`config.mk`:
```
export PLATFORM = sky130hd
export DESIGN_NAME = ov7670_config_sequencer
export DESIGN_NICKNAME = d
export VERILOG_FILES = /design/src/rtl/ov7670_config_sequencer.sv
export SDC_FILE = /design/constraint.sdc
export NUM_CORES = 1
export LEC_CHECK = 0
export ABC_CLOCK_PERIOD_IN_PS = 3300
export BUFFER_PORTS_ARGS = -buffer_cell sky130_fd_sc_hd__buf_4
export CORE_ASPECT_RATIO = 0.7
export CORE_MARGIN = 3
export CORE_UTILIZATION = 44
export CTS_BUF_LIST = sky130_fd_sc_hd__clkbuf_4 sky130_fd_sc_hd__clkbuf_8 sky130_fd_sc_hd__clkbuf_16
export CTS_CLUSTER_SIZE = 24
export DETAILED_ROUTE_END_ITERATION = 8
export SLEW_MARGIN = 15
export SYNTH_ARGS = -nofsm -noshare
export SYNTH_HDL_FRONTEND = slang
export SYNTH_SLANG_ARGS = --single-unit
```
`constraint.sdc`:
```
create_clock -name clk -period 3.3 [get_ports clk]
set_input_delay 0.495 -clock clk [delete_from_list [all_inputs] [get_ports clk]]
set_output_delay 0.495 -clock clk [all_outputs]
set_load 0.05 [all_outputs]
```
`src/rtl/ov7670_config_sequencer.sv`:
```
`timescale 1ns/1ps
// -----------------------------------------------------------------------------
// ov7670_config_sequencer
//
// Power-up and register-configuration sequencer for an OV7670 camera.
// It generates the sensor clock (xclk) and holds the sensor in reset, then lets
// it settle. After that it walks an external synchronous register table and
// hands each {reg,value} write to an SCCB byte sender. Table entries:
//   16'hFFFF        end tag: configuration complete
//   16'hF0nn        delay tag: pause nn * DELAY_UNIT clk cycles
//   anything else   register write {reg[15:8], value[7:0]}
// Once in DONE, a start pulse re-runs the table from address 0. The sensor is
// not power-cycled again.
//
// Ports
//   clk, rst_n        system clock, asynchronous active-low reset
//   start             1-cycle pulse; re-run the table (honoured only in DONE)
//   tbl_addr          table read address (AW bits)
//   tbl_data          table entry, valid one cycle after tbl_addr changes
//   snd_send          command request to the SCCB sender
//   snd_id            SCCB write address (constant CAMERA_ADDR)
//   snd_reg, snd_val  register address / value of the pending command
//   snd_taken         1-cycle pulse: the sender accepted the current command
//   cam_reset         sensor reset, active-low
//   cam_pwdn          sensor power-down, tied inactive
//   xclk              sensor clock, clk / XCLK_DIV, 50% duty
//   busy              high whenever configuration is not complete
//   config_finished   high once the table has been fully walked
//   cmd_count         register writes completed in the current run
// -----------------------------------------------------------------------------
module ov7670_config_sequencer #(
  parameter logic [7:0] CAMERA_ADDR   = 8'h42,
  parameter int         XCLK_DIV      = 2,
  parameter int         TABLE_DEPTH   = 64,
  parameter int         RESET_CYCLES  = 1000,
  parameter int         SETTLE_CYCLES = 100000,
  parameter int         DELAY_UNIT    = 1000,
  localparam int        AW            = $clog2(TABLE_DEPTH)
) (
  input  logic          clk,
  input  logic          rst_n,
  input  logic          start,
  output logic [AW-1:0] tbl_addr,
  input  logic [15:0]   tbl_data,
  output logic          snd_send,
  output logic [7:0]    snd_id,
  output logic [7:0]    snd_reg,
  output logic [7:0]    snd_val,
  input  logic          snd_taken,
  output logic          cam_reset,
  output logic          cam_pwdn,
  output logic          xclk,
  output logic          busy,
  output logic          config_finished,
  output logic [AW:0]   cmd_count
);

  // ---------------------------------------------------------------------------
  // Widths and constants
  // ---------------------------------------------------------------------------
  localparam int CW     = AW + 1;
  localparam int PMAX   = (RESET_CYCLES > SETTLE_CYCLES) ? RESET_CYCLES : SETTLE_CYCLES;
  localparam int PW     = (PMAX > 1) ? $clog2(PMAX + 1) : 1;
  localparam int DW     = $clog2(255 * DELAY_UNIT + 1);
  localparam int HALF   = XCLK_DIV / 2;
  localparam int XW     = (HALF > 1) ? $clog2(HALF) : 1;

  localparam logic [PW-1:0] RST_LAST    = PW'(RESET_CYCLES - 1);
  localparam logic [PW-1:0] SETTLE_LAST = PW'(SETTLE_CYCLES - 1);
  localparam logic [DW-1:0] DLY_UNIT_W  = DW'(DELAY_UNIT);
  localparam logic [XW-1:0] XCLK_LAST   = XW'(HALF - 1);

  typedef enum logic [2:0] {
    ST_RST,
    ST_SETTLE,
    ST_FETCH,
    ST_DECODE,
    ST_SEND,
    ST_WAIT,
    ST_NEXT,
    ST_DONE
  } state_t;

  state_t          state;
  state_t          state_next;
  logic [PW-1:0]   pwr_cnt;
  logic [DW-1:0]   dly_cnt;
  logic [XW-1:0]   xclk_cnt;

  // Table entry classification, meaningful only in DECODE.
  logic            is_end;
  logic            is_delay;

  assign is_end   = (tbl_data == 16'hFFFF);
  assign is_delay = (tbl_data[15:8] == 8'hF0);

  assign snd_id   = CAMERA_ADDR;
  assign cam_pwdn = 1'b0;

  // ---------------------------------------------------------------------------
  // Sensor clock: free-running half-period counter, independent of the FSM.
  // ---------------------------------------------------------------------------
  always_ff @(posedge clk or negedge rst_n) begin
    if (!rst_n) begin
      xclk_cnt <= '0;
      xclk     <= 1'b0;
    end else if (xclk_cnt == XCLK_LAST) begin
      // NOTE: sequential state uses non-blocking assignments so every register
      // samples values from before the clock edge, independent of statement order.
      xclk_cnt <= '0;
      xclk     <= ~xclk;
    end else begin
      xclk_cnt <= xclk_cnt + XW'(1);
    end
  end

  // ---------------------------------------------------------------------------
  // FSM state register
  // ---------------------------------------------------------------------------
  always_ff @(posedge clk or negedge rst_n) begin
    if (!rst_n) begin
      state <= ST_RST;
    end else begin
      state <= state_next;
    end
  end

  // ---------------------------------------------------------------------------
  // FSM next-state and state-decoded outputs
  // ---------------------------------------------------------------------------
  always_comb begin
    // NOTE: every signal written here gets a default first, so no path through
    // the case statement can leave a value unassigned and infer a latch.
    state_next      = state;
    cam_reset       = 1'b1;
    snd_send        = 1'b0;
    busy            = 1'b1;
    config_finished = 1'b0;

    case (state)
      ST_RST: begin
        cam_reset = 1'b0;
        if (pwr_cnt == RST_LAST) state_next = ST_SETTLE;
      end
      ST_SETTLE: begin
        if (pwr_cnt == SETTLE_LAST) state_next = ST_FETCH;
      end
      ST_FETCH: begin
        // tbl_addr is already stable; this cycle covers the table read latency.
        state_next = ST_DECODE;
      end
      ST_DECODE: begin
        if (is_end)        state_next = ST_DONE;
        else if (is_delay) state_next = ST_WAIT;
        else               state_next = ST_SEND;
      end
      ST_SEND: begin
        snd_send = 1'b1;
        if (snd_taken) state_next = ST_NEXT;
      end
      ST_WAIT: begin
        // A loaded count of 0 or 1 both leave after a single WAIT cycle; larger
        // counts spend exactly that many cycles here.
        if (dly_cnt <= DW'(1)) state_next = ST_NEXT;
      end
      ST_NEXT: begin
        // Address already advanced; wrapping to 0 means every entry was used.
        if (tbl_addr == '0) state_next = ST_DONE;
        else                state_next = ST_FETCH;
      end
      ST_DONE: begin
        busy            = 1'b0;
        config_finished = 1'b1;
        if (start) state_next = ST_FETCH;
      end
      default: begin
        state_next = ST_RST;
      end
    endcase
  end

  // ---------------------------------------------------------------------------
  // Power-up timer: counts RESET_CYCLES in RST, then SETTLE_CYCLES in SETTLE.
  // ---------------------------------------------------------------------------
  always_ff @(posedge clk or negedge rst_n) begin
    if (!rst_n) begin
      pwr_cnt <= '0;
    end else begin
      case (state)
        ST_RST:    pwr_cnt <= (pwr_cnt == RST_LAST)    ? '0 : pwr_cnt + PW'(1);
        ST_SETTLE: pwr_cnt <= (pwr_cnt == SETTLE_LAST) ? '0 : pwr_cnt + PW'(1);
        default:   pwr_cnt <= '0;
      endcase
    end
  end

  // ---------------------------------------------------------------------------
  // Delay-tag counter
  // ---------------------------------------------------------------------------
  always_ff @(posedge clk or negedge rst_n) begin
    if (!rst_n) begin
      dly_cnt <= '0;
    end else if (state == ST_DECODE && !is_end && is_delay) begin
      dly_cnt <= DW'(tbl_data[7:0]) * DLY_UNIT_W;
    end else if (state == ST_WAIT && dly_cnt != '0) begin
      dly_cnt <= dly_cnt - DW'(1);
    end
  end

  // ---------------------------------------------------------------------------
  // Table address and completed-write counter
  // ---------------------------------------------------------------------------
  always_ff @(posedge clk or negedge rst_n) begin
    if (!rst_n) begin
      tbl_addr  <= '0;
      cmd_count <= '0;
    end else begin
      case (state)
        ST_SEND: begin
          if (snd_taken) begin
            tbl_addr  <= tbl_addr + AW'(1);
            cmd_count <= cmd_count + CW'(1);
          end
        end
        ST_WAIT: begin
          if (dly_cnt <= DW'(1)) tbl_addr <= tbl_addr + AW'(1);
        end
        ST_DONE: begin
          if (start) begin
            tbl_addr  <= '0;
            cmd_count <= '0;
          end
        end
        default: begin
        end
      endcase
    end
  end

  // ---------------------------------------------------------------------------
  // Command fields: latched once in DECODE and held through SEND.
  // ---------------------------------------------------------------------------
  always_ff @(posedge clk or negedge rst_n) begin
    if (!rst_n) begin
      snd_reg <= 8'h00;
      snd_val <= 8'h00;
    end else if (state == ST_DECODE && !is_end && !is_delay) begin
      snd_reg <= tbl_data[15:8];
      snd_val <= tbl_data[7:0];
    end
  end

endmodule

```
==> results.toml <==
[outcome]
status = "finished, violations left"
violations = "negative setup slack"

[worst_setup_path]
worstRegToRegCells = 6
start_kind = "input port"
crit_arrival_ns = 3.87
path_class = "in2reg"
startpoint = "tbl_data[2]"
reg2reg_from = "dly_cnt[14]"
worstPathRequired_ns = 3.48
r2r_end = "tbl_addr[3]"
rrSetupSlack_ns = 0.64
crit_fanout = 5
end_kind = "register"

[pwr]
powerDensity_mw_per_mm2 = 894
ir_drop_uv = 574
p_leak_nw = 2.93

[place]
portBuffers = 53
dp_slack_ns = -0.783
hpwlAfterDp_um = 8430
gp_congestion = 0.845

[cts]
postCtsHoldBufs = 0
clock_path_buffers = 2
clk-insertion-delay-late_ns = 0.33
clkTransAtPathRegs_ns = 0.05
numCtsBuffers = 9
htreeDepth = 3
cts_root_buf = "clkbuf_16"
cts_tree = "done"
cts_num_sinks = 68

[finish]
diodes = 0
drive_above_1_share = 0.291
nNetsFinal = 693
regMostFlops = "dly_cnt"
reg.largest.list = "dly_cnt x18, pwr_cnt x17"
fill_cells = 927
syn2layout_area_growth_pct = 30.7
largest_reg_flops = 18

[timing]
setup_viol = 9
fin_crit_ns = 3.68
rsz0062_at_grt = "yes"
fin_ws_ns = -0.382
slew_headroom = 0.417
worst_pin_slew_ns = 0.874
fin_crit_sh = 1.12
finClkSkew_ns = 0.00572
whs_ns = 0.264
setup_tns_ns = -1.84
slew_viol_final = 0
fmax_mhz = 272
finalHoldViolCount = 0

[yosys]
ys_ff_latch = 68
yosysWarnings = 0
yosysSeqAreaShare = 0.346
synth_cell_type_count = 60
synthCells = 506
synthFlopType = "dfrtp_1"
syn-cell-area_sq_mm = 0.00492
synth_edf_count = 0
async_flop_share = 1.00
postSynthAreaPerCell_sq_um = 9.72

[detailed_routing]
antenna_left = 0
route.detailed.drc = 0
drt_iter0_drc = 225
wl_per_cell_um = 15.1
route.vias.total = 3957
vias_per_cell = 5.21
dr.pass1.iters = 5
wl_um = 11500

[global_routing]
grt-ovfl-total = 0
met3_usage = 0.0532
antenna_found_initial = 0
grt_pass1_wl_um = 19000
top_usage_layer = "met2"
grt_use_met1 = 0.263
first_global_vias = 3972
grt_max_degree = 69
grtUsageMet2 = 0.289
grt_usage = 0.189

[floorplanning]
die_y_um = 94.5
row_count = 31
ios = 63
core_area_sq_mm = 0.0106
die_x_um = 132
start_util = 0.463
die_area_sq_mm = 0.0125

[worst_hold_path]
min_path_type = "in2async"

[flow_run]
maxCapViolCount = 0
==> cell families after synthesis <==
group                      count (synthesis)  synth area share
buffers and inverters                     60            0.0577
AOI/OAI and AO/OA                         83             0.115
xor gates and xnor gates                  40            0.0712
DFF                                       68             0.346
other                                      2           0.00153
and+or+nand+nor                          169             0.168
adders and majority gates                 66             0.200
muxes                                     18            0.0409
==> cells in the mapped netlist, drive strengths merged (8+ instances only) <==
master   n  area, sq um
o21ai   21          116
inv     42          158
ha      45          563
clkbuf   8         53.8
nand2   30          113
fa      21          420
mux2    17          191
buf     10         72.6
nor3    12         60.1
xor2    22          193
xnor2   18          158
dfrtp   68         1700
a21oi   21          105
nor4    10         62.6
nand4    8         50.1
nand3   18         90.1
nor2    61          229
==> layout by cell type (no fill, tap or decap), types with 3 or more instances in the layout <==
| cell type | count |
|---|---|
| o21ai_2 | 5 |
| nand4_1 | 8 |
| a32o_1 | 3 |
| buf_4 | 93 |
| fa_1 | 21 |
| xnor2_1 | 16 |
| dfrtp_1 | 68 |
| a21oi_2 | 3 |
| or3_1 | 4 |
| a211oi_2 | 3 |
| o21ai_1 | 4 |
| ha_1 | 35 |
| clkbuf_16 | 9 |
| mux2_2 | 17 |
| and3_1 | 6 |
| inv_2 | 3 |
| nor2_1 | 60 |
| nor3_1 | 12 |
| xor2_1 | 21 |
| a21oi_1 | 17 |
| nand3_1 | 18 |
| a31oi_1 | 3 |
| a21o_1 | 6 |
| nor4_1 | 10 |
| inv_1 | 38 |
| ha_4 | 10 |
| nand2_1 | 30 |
| o21ai_0 | 11 |
| bufinv_16 | 4 |
| buf_6 | 6 |
| conb_1 | 9 |
==> where the power goes <==
group	switching, mW	total [mW]	internal (mW)
sequential	0.199	1.24	1.04
combinational	1.89	3.33	1.44
clock	0.362	1.17	0.812
total	2.45	5.75	3.29
==> routing by layer <==
| metal | share of wire | routed length, um |
|---|---|---|
| met1 | 0.49 | 5660 |
| met2 | 0.44 | 5090 |
| met3 | 0.053 | 604 |
| met4 | 0.011 | 122 |
| met5 | 0 | 0 |
==> worst max-delay path, stage by stage <==
cell and delay, ns:
buf_8 0.11, fa_1 0.50, xor2_1 0.18, ha_1 0.29, inv_2 0.04, fa_1 0.46, fa_1 0.54, inv_2 0.05
ha_4 0.16, a211oi_2 0.17, o21bai_2 0.13, a211o_1 0.31, a31o_2 0.22, xnor2_2 0.15, o21ai_1 0.07
==> layout make-up <==
| class | instances | area [sq um] | area share |
|---|---|---|---|
| Sequential cell | 68 | 1700 | 0.265 |
| Clock buffer | 9 | 225 | 0.0350 |
| Tap cell | 148 | 185 | 0.0288 |
| Inverter | 42 | 161 | 0.0251 |
| Multi-Input combinational cell | 385 | 3220 | 0.501 |
| Timing Repair Buffer | 101 | 796 | 0.124 |
| Clock inverter | 6 | 138 | 0.0214 |
==> how the worst max path moves through the flow <==
stage / to / cells after the start
global placement: dly_cnt[14] / 14
finish: dly_cnt[16] / 15
detailed placement: dly_cnt[14] / 14
floorplan: dly_cnt[16] / 13
CTS: dly_cnt[16] / 15
global route: dly_cnt[16] / 15
==> metrics by stage <==
step	area, sq um	std cells	utilization	power [mW]
2_1_floorplan	5000	513	-	3.25
3_3_place_gp	5790	741	0.545	4.05
3_5_place_dp	5790	741	0.545	4.10
4_1_cts	6310	759	0.594	5.52
5_1_grt	6430	759	0.605	6.12
6_report	6430	759	0.605	5.75
==> what timing repair did <==
item | 4_1_cts | 5_1_grt
buffers inserted | 9 | 1
endpoints found under the hold margin | 0 | 0
gates resized for setup | 30 | 22
setup endpoints to repair | 9 | 9
pin swaps | 23 | 18
Power figures use the tool's default switching activity.
